### config.mk
export PLATFORM = sky130hd
export DESIGN_NAME = formation_ctrl
export DESIGN_NICKNAME = d
export VERILOG_FILES = /design/src/rtl/formation_pkg.sv /design/src/rtl/axis_accum.sv /design/src/rtl/formation_ctrl.sv
export SDC_FILE = /design/constraint.sdc
export NUM_CORES = 1
export LEC_CHECK = 0
export CAP_MARGIN = 25
export CORE_AREA = 4 4 100 112
export DETAILED_ROUTE_END_ITERATION = 10
export DIE_AREA = 0 0 104 116
export PLACE_DENSITY = 0.71
export SETUP_SLACK_MARGIN = 0.02
export SLEW_MARGIN = 20
export SYNTH_ARGS = -nofsm -noshare
export SYNTH_HDL_FRONTEND = slang
export SYNTH_SLANG_ARGS = --single-unit
### constraint.sdc
create_clock -name clk -period 3.4 [get_ports clk]
set_clock_uncertainty 0.1 [all_clocks]
set_input_delay 0.68 -clock clk [delete_from_list [all_inputs] [get_ports clk]]
set_output_delay 0.68 -clock clk [all_outputs]
set_load 0.1 [all_outputs]
### src/rtl/formation_pkg.sv
// Shared types and fixed-point constants for the invader formation controller.
package formation_pkg;

    localparam int FRAC_BITS = 6;
    localparam int ACC_W     = 18;
    localparam int POS_W     = 11;

    typedef enum logic [2:0] {
        ST_IDLE,
        ST_MOVE_R,
        ST_DROP_L,
        ST_MOVE_L,
        ST_DROP_R,
        ST_LANDED
    } state_e;

    function automatic logic signed [ACC_W-1:0] to_fp(input int pix);
        return ACC_W'(pix <<< FRAC_BITS);
    endfunction

endpackage

### src/rtl/axis_accum.sv
// Signed fixed-point accumulator for one axis: synchronous load, enabled add,
// result clamped into [min_i, max_i].
module axis_accum
    import formation_pkg::*;
#(
    parameter logic signed [ACC_W-1:0] RESET_VAL = '0
) (
    input  logic                    clk,
    input  logic                    resetN,
    input  logic                    load_i,
    input  logic signed [ACC_W-1:0] load_val_i,
    input  logic                    add_i,
    input  logic signed [ACC_W-1:0] delta_i,
    input  logic signed [ACC_W-1:0] min_i,
    input  logic signed [ACC_W-1:0] max_i,
    output logic signed [ACC_W-1:0] acc_o
);

    logic signed [ACC_W-1:0] acc_q;
    logic signed [ACC_W-1:0] acc_d;
    logic signed [ACC_W:0]   sum;
    logic signed [ACC_W:0]   lo;
    logic signed [ACC_W:0]   hi;

    // One guard bit so an overshoot is caught before it can wrap.
    always_comb begin
        sum   = {acc_q[ACC_W-1], acc_q} + {delta_i[ACC_W-1], delta_i};
        lo    = {min_i[ACC_W-1], min_i};
        hi    = {max_i[ACC_W-1], max_i};
        acc_d = acc_q;
        if (load_i) begin
            acc_d = load_val_i;
        end else if (add_i) begin
            if (sum < lo)      acc_d = min_i;
            else if (sum > hi) acc_d = max_i;
            else               acc_d = sum[ACC_W-1:0];
        end
    end

    always_ff @(posedge clk or negedge resetN) begin
        if (!resetN) acc_q <= RESET_VAL;
        else         acc_q <= acc_d;
    end

    assign acc_o = acc_q;

endmodule

### src/rtl/formation_ctrl.sv
// Invader formation motion: sweeps right/left between bounds, drops a row at
// each wall or on request, and stops when the formation reaches the floor.
module formation_ctrl
    import formation_pkg::*;
#(
    parameter int  INIT_X       = 20,
    parameter int  INIT_Y       = 20,
    parameter int  LEFT_BOUND   = 0,
    parameter int  RIGHT_BOUND  = 600,
    parameter int  FLOOR_Y      = 400,
    parameter int  X_STEP       = 80,
    parameter int  Y_STEP       = 64,
    parameter int  DROP_PIX     = 16,
    parameter int  SPEED_LEVELS = 4,
    localparam int LVL_W        = (SPEED_LEVELS > 1) ? $clog2(SPEED_LEVELS) : 1
) (
    input  logic             clk,
    input  logic             resetN,
    input  logic             startOfFrame,
    input  logic             start,
    input  logic             enable,
    input  logic             speedUp,
    input  logic             chgDir,
    input  logic             restart,
    output logic [POS_W-1:0] topLeftX,
    output logic [POS_W-1:0] topLeftY,
    output logic             dirRight,
    output logic [LVL_W-1:0] speedLevel,
    output logic             landed
);

    localparam logic signed [ACC_W-1:0] X_INIT_FP = to_fp(INIT_X);
    localparam logic signed [ACC_W-1:0] Y_INIT_FP = to_fp(INIT_Y);
    localparam logic signed [ACC_W-1:0] LEFT_FP   = to_fp(LEFT_BOUND);
    localparam logic signed [ACC_W-1:0] RIGHT_FP  = to_fp(RIGHT_BOUND);
    localparam logic signed [ACC_W-1:0] FLOOR_FP  = to_fp(FLOOR_Y);
    localparam logic signed [ACC_W-1:0] DROP_FP   = to_fp(DROP_PIX);
    localparam logic signed [ACC_W-1:0] Y_STEP_FP = ACC_W'(Y_STEP);
    localparam logic signed [ACC_W-1:0] Y_MIN     = '0;
    localparam logic signed [ACC_W-1:0] Y_MAX     = {1'b0, {(ACC_W-1){1'b1}}};
    localparam logic [LVL_W-1:0]        MAX_LVL   = LVL_W'(SPEED_LEVELS - 1);

    state_e                  state_q;
    logic [LVL_W-1:0]        level_q;
    logic signed [ACC_W-1:0] cnt_q;
    logic                    dir_q;
    logic                    landed_q;

    logic signed [ACC_W-1:0] x_acc;
    logic signed [ACC_W-1:0] y_acc;
    logic signed [ACC_W-1:0] x_step;
    logic signed [ACC_W-1:0] x_delta;
    logic signed [ACC_W-1:0] y_load_val;
    logic                    frame_en;
    logic                    in_drop;
    logic                    drop_done;
    logic                    landing;
    logic                    x_add;
    logic                    y_add;
    logic                    y_load;

    // Motion follows the current (pre-transition) state, so a frame pulse that
    // coincides with a transition still moves the formation the old way.
    always_comb begin
        frame_en   = startOfFrame & enable;
        in_drop    = (state_q == ST_DROP_L) || (state_q == ST_DROP_R);
        drop_done  = (cnt_q >= DROP_FP);
        landing    = enable && (state_q != ST_IDLE) && (state_q != ST_LANDED)
                     && (y_acc >= FLOOR_FP);
        x_step     = ACC_W'(X_STEP * (int'(level_q) + 1));
        x_delta    = (state_q == ST_MOVE_L) ? -x_step : x_step;
        x_add      = !restart && frame_en
                     && ((state_q == ST_MOVE_R) || (state_q == ST_MOVE_L));
        y_add      = !restart && frame_en && in_drop && !drop_done;
        y_load     = restart || (enable && in_drop && drop_done && !landing);
        // Row start is recovered from the counter, which tracks Y since the drop began.
        y_load_val = restart ? Y_INIT_FP : (y_acc - cnt_q + DROP_FP);
    end

    axis_accum #(.RESET_VAL(X_INIT_FP)) u_x_accum (
        .clk       (clk),
        .resetN    (resetN),
        .load_i    (restart),
        .load_val_i(X_INIT_FP),
        .add_i     (x_add),
        .delta_i   (x_delta),
        .min_i     (LEFT_FP),
        .max_i     (RIGHT_FP),
        .acc_o     (x_acc)
    );

    axis_accum #(.RESET_VAL(Y_INIT_FP)) u_y_accum (
        .clk       (clk),
        .resetN    (resetN),
        .load_i    (y_load),
        .load_val_i(y_load_val),
        .add_i     (y_add),
        .delta_i   (Y_STEP_FP),
        .min_i     (Y_MIN),
        .max_i     (Y_MAX),
        .acc_o     (y_acc)
    );

    always_ff @(posedge clk or negedge resetN) begin
        if (!resetN) begin
            state_q  <= ST_IDLE;
            level_q  <= '0;
            cnt_q    <= '0;
            dir_q    <= 1'b1;
            landed_q <= 1'b0;
        end else if (restart) begin
            state_q  <= ST_IDLE;
            level_q  <= '0;
            cnt_q    <= '0;
            dir_q    <= 1'b1;
            landed_q <= 1'b0;
        end else begin
            if (speedUp && (level_q != MAX_LVL))
                level_q <= level_q + 1'b1;
            if (landing) begin
                state_q  <= ST_LANDED;
                landed_q <= 1'b1;
            end else if (enable) begin
                case (state_q)
                    ST_IDLE: if (start) begin
                        state_q <= ST_MOVE_R;
                        dir_q   <= 1'b1;
                    end
                    ST_MOVE_R: if ((x_acc >= RIGHT_FP) || chgDir)
                        state_q <= ST_DROP_L;
                    ST_MOVE_L: if ((x_acc <= LEFT_FP) || chgDir)
                        state_q <= ST_DROP_R;
                    ST_DROP_L, ST_DROP_R: begin
                        if (drop_done) begin
                            cnt_q   <= '0;
                            state_q <= (state_q == ST_DROP_L) ? ST_MOVE_L : ST_MOVE_R;
                            dir_q   <= (state_q == ST_DROP_R);
                        end else if (startOfFrame) begin
                            cnt_q <= cnt_q + Y_STEP_FP;
                        end
                    end
                    ST_LANDED: state_q <= ST_LANDED;
                    default:   state_q <= ST_IDLE;
                endcase
            end
        end
    end

    assign topLeftX   = x_acc[FRAC_BITS +: POS_W];
    assign topLeftY   = y_acc[FRAC_BITS +: POS_W];
    assign dirRight   = dir_q;
    assign speedLevel = level_q;
    assign landed     = landed_q;

endmodule

# Yosys cells after proc, flatten, opt, wreduce, memory -nomap -nowiden
# Index checks and enable logic that the tools add are counted.
classes:
  order_cmp: 8
  add_sub_neg: 8
  reduce_logical: 34
  mux: 35
  bitwise: 1
  mul: 1
  eq_ne: 14
ops:
  columns: ["cell", "count"]
  rows:
  - ["two-way mux 18 bit", 16]
  - ["< comparator 19 x 1 -> 1 bit (second input constant)", 2]
  - ["two-way mux 3 bit", 7]
  - ["adder 18 x 18 -> 19 bit", 1]
  - ["adder 18 x 8 -> 19 bit (second input constant)", 1]
  - ["> comparator 19 x 17 -> 1 bit (second input constant)", 1]
  - ["> comparator 19 x 18 -> 1 bit (second input constant)", 1]
  - ["adder 18 x 12 -> 18 bit (second input constant)", 1]
  - ["adder 18 x 8 -> 18 bit (second input constant)", 1]
  - ["greater-or-equal comparator 18 x 12 -> 1 bit (second input constant)", 1]
  - ["greater-or-equal comparator 18 x 16 -> 1 bit (second input constant)", 1]
  - ["greater-or-equal comparator 18 x 17 -> 1 bit (second input constant)", 1]
  - ["<= comparator 18 x 1 -> 1 bit (second input constant)", 1]
  - ["negator 10 -> 18 bit", 1]
  - ["subtractor 18 bit", 1]
  - ["case mux 3 bit (5 select lines)", 1]
  - ["nonzero test 2 bit", 6]
  - ["nonzero test 3 bit", 4]
  - ["logical AND 1 bit", 11]
  - ["AND reduction 5 bit", 2]
  - ["inequality test 3 bit (second input constant)", 3]
  - ["inequality test 4 x 3 -> 1 bit (second input constant)", 2]
  - ["inequality test 4 bit (second input constant)", 2]
  - ["two-way mux 1 bit", 7]
  - ["15 further kinds", 26]
totals:
  input_bits: 8
  word_cells: 108
  regBits: 61
  out_inout_bits: 26

# Longest topological paths before layout
# Gate-level depths: netlist (run 1).
depth:
  ltp_word: 10
  depth_mapped: 17
  ltp_nobuf: 17

# Cells and area by module
# Synthesis (run 1) repeated with hierarchy kept, for this count alone.
hier_totals:
  cells_unflattened: 1103
  area_unflattened_um2: 8650.8
modules_own_cells:
  columns: ["module", "n_inst", "seq_area_each_um2", "cells_each", "area_per_inst_um2"]
  rows:
  - ["axis_accum (u_x_accum)", 1, 452.9, 393, 3156.8]
  - ["axis_accum (u_y_accum)", 1, 452.9, 379, 2931.6]
  - ["formation_ctrl", 1, 476.7, 331, 2562.5]

# Least setup slack after synthesis (run 1)
# No wires, ideal clock.
synth_timing:
  path_kind: "reg-to-reg"
  startpoint: "register level_q[0], in the netlist speedLevel[0]"
  endpoint: "register u_x_accum.acc_q[4], in the netlist u_x_accum.acc_o[4]"
  stages_incl_launch_ff: 17
  period_less_slack_ns: 4.347
  setup_slack_ns: -0.947
  setup_time_ns: 0.068
  required_ns: 3.232
  n_path_buf: 0
  t_arrival_ns: 4.180
  path_cell_list: "dfrtp_1 -> inv_1 -> ha_1 -> nor2_1 -> and2_1 -> ha_1 -> nand2_1 -> o21ai_0 -> ha_1 -> a21oi_1 -> nand2_1 -> o2111ai_1 -> nand2_1 -> xor2_1 -> o41a_1 -> nor2_2 -> a32o_1"
synth_between:
  elab_chain_cells: 10
  word_cells_on_any_way: 11
  classes_between: "add/sub: 3; mul: 1; order compare: 2; mux: 5"
synth_rtl:
  columns: ["item", "line_no", "text"]
  rows:
  - ["start: declaration", "formation_ctrl.sv:44", "logic [LVL_W-1:0] level_q;"]
  - ["start signal: assignment", "formation_ctrl.sv:119", "level_q <= level_q + 1'b1;"]
  - ["adder 2 x 1 -> 3 bit (*)", "formation_ctrl.sv:70", "x_step = ACC_W'(X_STEP * (int'(level_q) + 1));"]
  - ["multiplier 3 x 3 -> 6 bit (*)", "formation_ctrl.sv:70", null]
  - ["negator 10 -> 18 bit", "formation_ctrl.sv:71", "x_delta = (state_q == ST_MOVE_L) ? -x_step : x_step;"]
  - ["two-way mux 18 bit (*)", "formation_ctrl.sv:71", null]
  - ["adder 18 x 18 -> 19 bit (*)", "axis_accum.sv:27", "sum = {acc_q[ACC_W-1], acc_q} + {delta_i[ACC_W-1], delta_i};"]
  - ["> comparator 19 x 17 -> 1 bit", "axis_accum.sv:35", "else if (sum > hi) acc_d = max_i;"]
  - ["two-way mux 18 bit", "axis_accum.sv:35", null]
  - ["two-way mux 18 bit (*)", "axis_accum.sv:34", "if (sum < lo) acc_d = min_i;"]
  - ["two-way mux 18 bit (*)", "axis_accum.sv:33", "end else if (add_i) begin"]
  - ["two-way mux 18 bit (*)", "axis_accum.sv:31", "if (load_i) begin"]
  - ["end signal: assignment", "axis_accum.sv:41", "if (!resetN) acc_q <= RESET_VAL;"]
  - ["end signal: assignment", "axis_accum.sv:42", "else acc_q <= acc_d;"]
  - ["end: declaration", "axis_accum.sv:19", "logic signed [ACC_W-1:0] acc_q;"]
# Every way passes the cells marked *; elsewhere a longest branch is shown, timed or not. The select of a mux whose other input is x is not followed.
# A chain may end at the register's enable or synchronous reset.

# Final worst setup path (run 1)
# Ends and elaborated chain as after synthesis.

==> impl_results.md, run 1 <==
* Reg clk slew, reported paths at 0.07 ns
* Compound-Gate Fraction of Synth Area at 24.1%
* Outcome: finished, violations left
* Diode count at 0
* Main combinational cell family by area after synthesis: compound AO/OA/AOI/OAI gates
* H-tree depth at 2
* Clk Latency, worst-skew pair at 0.29 ns
* Tot GR Track Use at 21.2%
* CTS Buf Count at 5
* Hold Vio Cnt, Final at 0
* Synth Area in Adders at 15.7%
* Max rail drop VDD at 0.364 mV
* RSZ-0062 raised after global routing: true
* WP depth at 17
* Failing checks: negative setup slack
* Worst setup EP type: flop
* PnR worst setup slack at -0.192 ns
* Met3 usage at 1.84%
* Starting Density at 48.9%
* DRT Pass-1 Iters at 5
* Post-route ant nets at 0
* Flops & latches, synth at 51
* Post-synth EDFFs at 0
* Clock power frac at 18.3%
* Max_cap viols at 0
* Post-synthesis mux area share at 0.404%
* Synth Cell Area at 4960 µm²
* Synth-to-Final Area Change at 19.9%
* Layout fillers at 914
* Sw power at 1370 µW
* R2R depth at 17
* CP Buf/Inv Count at 2
* Fin crit share at 106%
* Initial antenna violation count at 0
* Most frequent CP cell: ha_4
* Chip width at 104 µm
* Internal cell power at 1740 µW
* IO Pins at 34
* Endpoints failing setup at 11
* Mapped Cells at 601
* Startpoint types: flop
* PortBufs at 33
* Synth Warn # at 0
* GPL Wtd Cong at 0.951
* Reg power frac at 24.7%
* First-pass GRT wire length at 21300 µm
* Critical path's slowest cell: dfrtp_4
* Gate power share at 57.0%
* Routed vias at 4591
* Wire per inst at 16.6 µm
* Met1 Use GR at 25.1%
* Std-Cell Rows at 39
* Required time of the critical path at 3.53 ns
* Total grt overflow at 0
* Fmax achieved at 0.278 GHz
* Simple logic cell fraction of the synthesized area at 19.6%
* Crit-path cells: inv_4 > ha_4 > nor2_4 > and2_4 > ha_4 > nand2_4 > o21ai_4 > ha_4 > o211ai_1 > a21oi_4 > and4b_1 > a211oi_2 > buf_4 > nor2b_1 > o41a_1 > nor2_4 > a32o_1
* Post-synth top flop: dfrtp_1
* 1st-iter DRT viols at 304
* Crit path max fanout at 5
* Final #Nets at 729
* Power, Total at 3110 µW
* PD cells at 523 nW/µm²
* CTS Root Cell: clkbuf_16
* Min Hold Slack at 0.229 ns
* Largest stage delay on the critical path at 0.52 ns
* Pleak at 0.00266 µW
* Post-synth ARST share at 100%
* WL final at 13000 µm
* Largest net degree at the start of global routing at 33
* Deepest clock path buffer count at 2
* DRC errors left at 0
* Fraction of layout cells with a size suffix above 1 at 20.6%
* Critical Path AT at 3.72 ns
* Worst slew pin tran at 0.636 ns
* Synth unique cells at 73
* Sw frac at 44.1%
* DIE AREA at 12100 µm²
* Area occupied by multi-input gates at 3500 µm²
* Crit-path leading delay family: compound AO/OA/AOI/OAI gates
* XOR/XNOR Fraction of Synth Area at 6.71%
* Critical path class: flop to flop
* Routing usage on met2 at 41.1%
* Register area at 1290 µm²
* Sink Count at 51
* Final Critical Period at 3.59 ns
* Vias per inst at 5.86
* Syn Area/Cell at 8.25 µm²
* Vias in the first global route at 4527
* Hold Crit Class: input pin to async pin
* Slew HR at 57.5%
* Die span in y at 116 µm
* Sequential share of the synthesized area at 25.9%
* Core region area at 10100 µm²
* Detailed placement HPWL at 10200 µm
* Global routing's busiest layer: met2
* Final slew viol count at 0
* Syn_nets at 670
* CTS tree: built
[worst reg2reg max path, cell delays in order, from the launching register on]
cell	delay, ns
dfrtp_4	0.52
inv_4	0.08
ha_4	0.21
nor2_4	0.08
and2_4	0.16
ha_4	0.20
nand2_4	0.06
o21ai_4	0.08
ha_4	0.28
o211ai_1	0.13
a21oi_4	0.16
and4b_1	0.22
a211oi_2	0.25
buf_4	0.16
nor2b_1	0.04
o41a_1	0.43
nor2_4	0.18
a32o_1	0.19
[power groups by stage]
stage,Sequential (µW),Combinational [µW],Clock [µW]
finish,767,1770,570
global route,777,1930,601
CTS,764,1730,582
detailed placement,775,1650,0
global placement,772,1620,0
floorplan,787,1190,0
[synth_stat cells (4+ instances only)]
master,number,share of area [%]
ha_1,59,15
nor2_1,57,4.3
a21oi_1,52,5.2
dfrtp_1,46,23
nand2_1,45,3.4
inv_1,40,3.0
o21ai_0,27,2.7
xnor2_1,24,4.2
buf_4,22,3.3
nand3_1,16,1.6
nor3_1,14,1.4
xor2_1,14,2.5
nand2b_1,12,1.5
a21o_1,11,1.7
clkbuf_1,11,0.83
o21ai_1,11,1.1
nand4_1,10,1.3
o21a_1,8,1.2
a32o_1,7,1.4
or3_1,7,0.88
nor2b_1,6,0.76
nor4_1,6,0.76
a211oi_1,5,0.76
and3_1,5,0.63
dfstp_2,5,2.6
o211ai_1,5,0.76
o21bai_1,5,0.76
and2_1,4,0.50
[state kept, by name, indices dropped and copies added, names as in the netlist]
name	flops
landed	1
speedLevel	2
dirRight	1
u_y_accum.acc_o	18
cnt_q	12
state_q	3
u_x_accum.acc_o	14
[path summary, 6_finish.rpt]
| check | startpoint | slack [ns] | end |
|---|---|---|---|
| worst max-delay path | speedLevel[0] | -0.19 | u_x_accum.acc_o[4] |
| worst min-delay path | resetN | 0.23 | state_q[0] |
| worst max register to register | speedLevel[0] | -0.19 | u_x_accum.acc_o[4] |
| worst min register to register | u_y_accum.acc_o[0] | 0.40 | u_y_accum.acc_o[0] |
| max in group asynchronous | resetN | 2.12 | u_x_accum.acc_o[10] |
| min in group clk | u_y_accum.acc_o[0] | 0.40 | u_y_accum.acc_o[0] |
[per-stage QoR]
step	instance area [µm²]	setup TNS, ns	worst slack, ns	std cells	utilization [%]
4_1_cts	5850	-1.36	-0.175	779	57.6
6_report	5950	-1.63	-0.192	784	58.6
5_1_grt	5950	-3.09	-0.343	784	58.6
2_1_floorplan	5010	-1.68	-0.200	601	-
3_5_place_dp	5530	-2.25	-0.263	765	54.5
3_3_place_gp	5530	-0.626	-0.102	765	54.5
[cell families after synthesis]
kind of cell	count (synthesis)
AND/OR/NAND/NOR	198
AO/OA/AOI/OAI	174
buffers and inverters	76
adder cells (fa/ha/maj)	61
flip-flops	51
XOR/XNOR	38
multiplexers	2
other	1
[metal layers]
metal / wire (µm) / up-vias / share of wire (%)
li1: - / 2260 / -
met1: 5430 / 2195 / 42
met2: 6770 / 115 / 52
met3: 512 / 21 / 3.9
met4: 319 / 0 / 2.4
met5: 0 / - / 0
[cell type report]
class,count,area share (%)
clock inverters,3,0.736
multi-input cells,474,58.9
clock buffers,5,2.10
well taps,123,2.59
inverters,40,2.61
flip-flops and latches,51,21.7
repair buffers,88,11.4
[cells in the final DEF (no fill, tap or decap), types with 4 or more instances in the layout]
cell and n:
dfstp_2 5, nor2_1 54, nor4_1 5, nand4_1 10
o21a_1 8, dfrtp_1 44, clkbuf_16 5, nor3_1 14
o211ai_1 5, a21o_1 11, ha_4 5, o21ai_0 24
nand3_1 15, and3_1 5, nand2b_1 11, a21oi_1 47
xnor2_1 24, clkdlybuf4s50_1 6, a32o_1 7, xor2_1 13
nor2b_1 6, nand2_1 43, or3_1 7, o21ai_1 13
a21oi_2 4, ha_1 54, buf_4 80, inv_1 38
o21bai_1 5
[what timing repair did]
item	4_1_cts	5_1_grt
pin swaps	12	12
gates resized for setup	19	13
endpoints found under the hold margin	0	0
endpoints found under the setup margin	12	14
buffers inserted	6	5
hold buffers	0	0
No activity file was read; power rests on OpenSTA's default activity.
==> inputs of run 2 (changes only) <==
--- a/config.mk
+++ b/config.mk
@@ -5,7 +5,6 @@
 export SDC_FILE = /design/constraint.sdc
 export NUM_CORES = 1
 export LEC_CHECK = 0
-export CAP_MARGIN = 25
 export CORE_AREA = 4 4 100 112
 export DETAILED_ROUTE_END_ITERATION = 10
 export DIE_AREA = 0 0 104 116
==> results of run 2 <==
The final DEF is identical to that of run 1; final timing and power are the same.
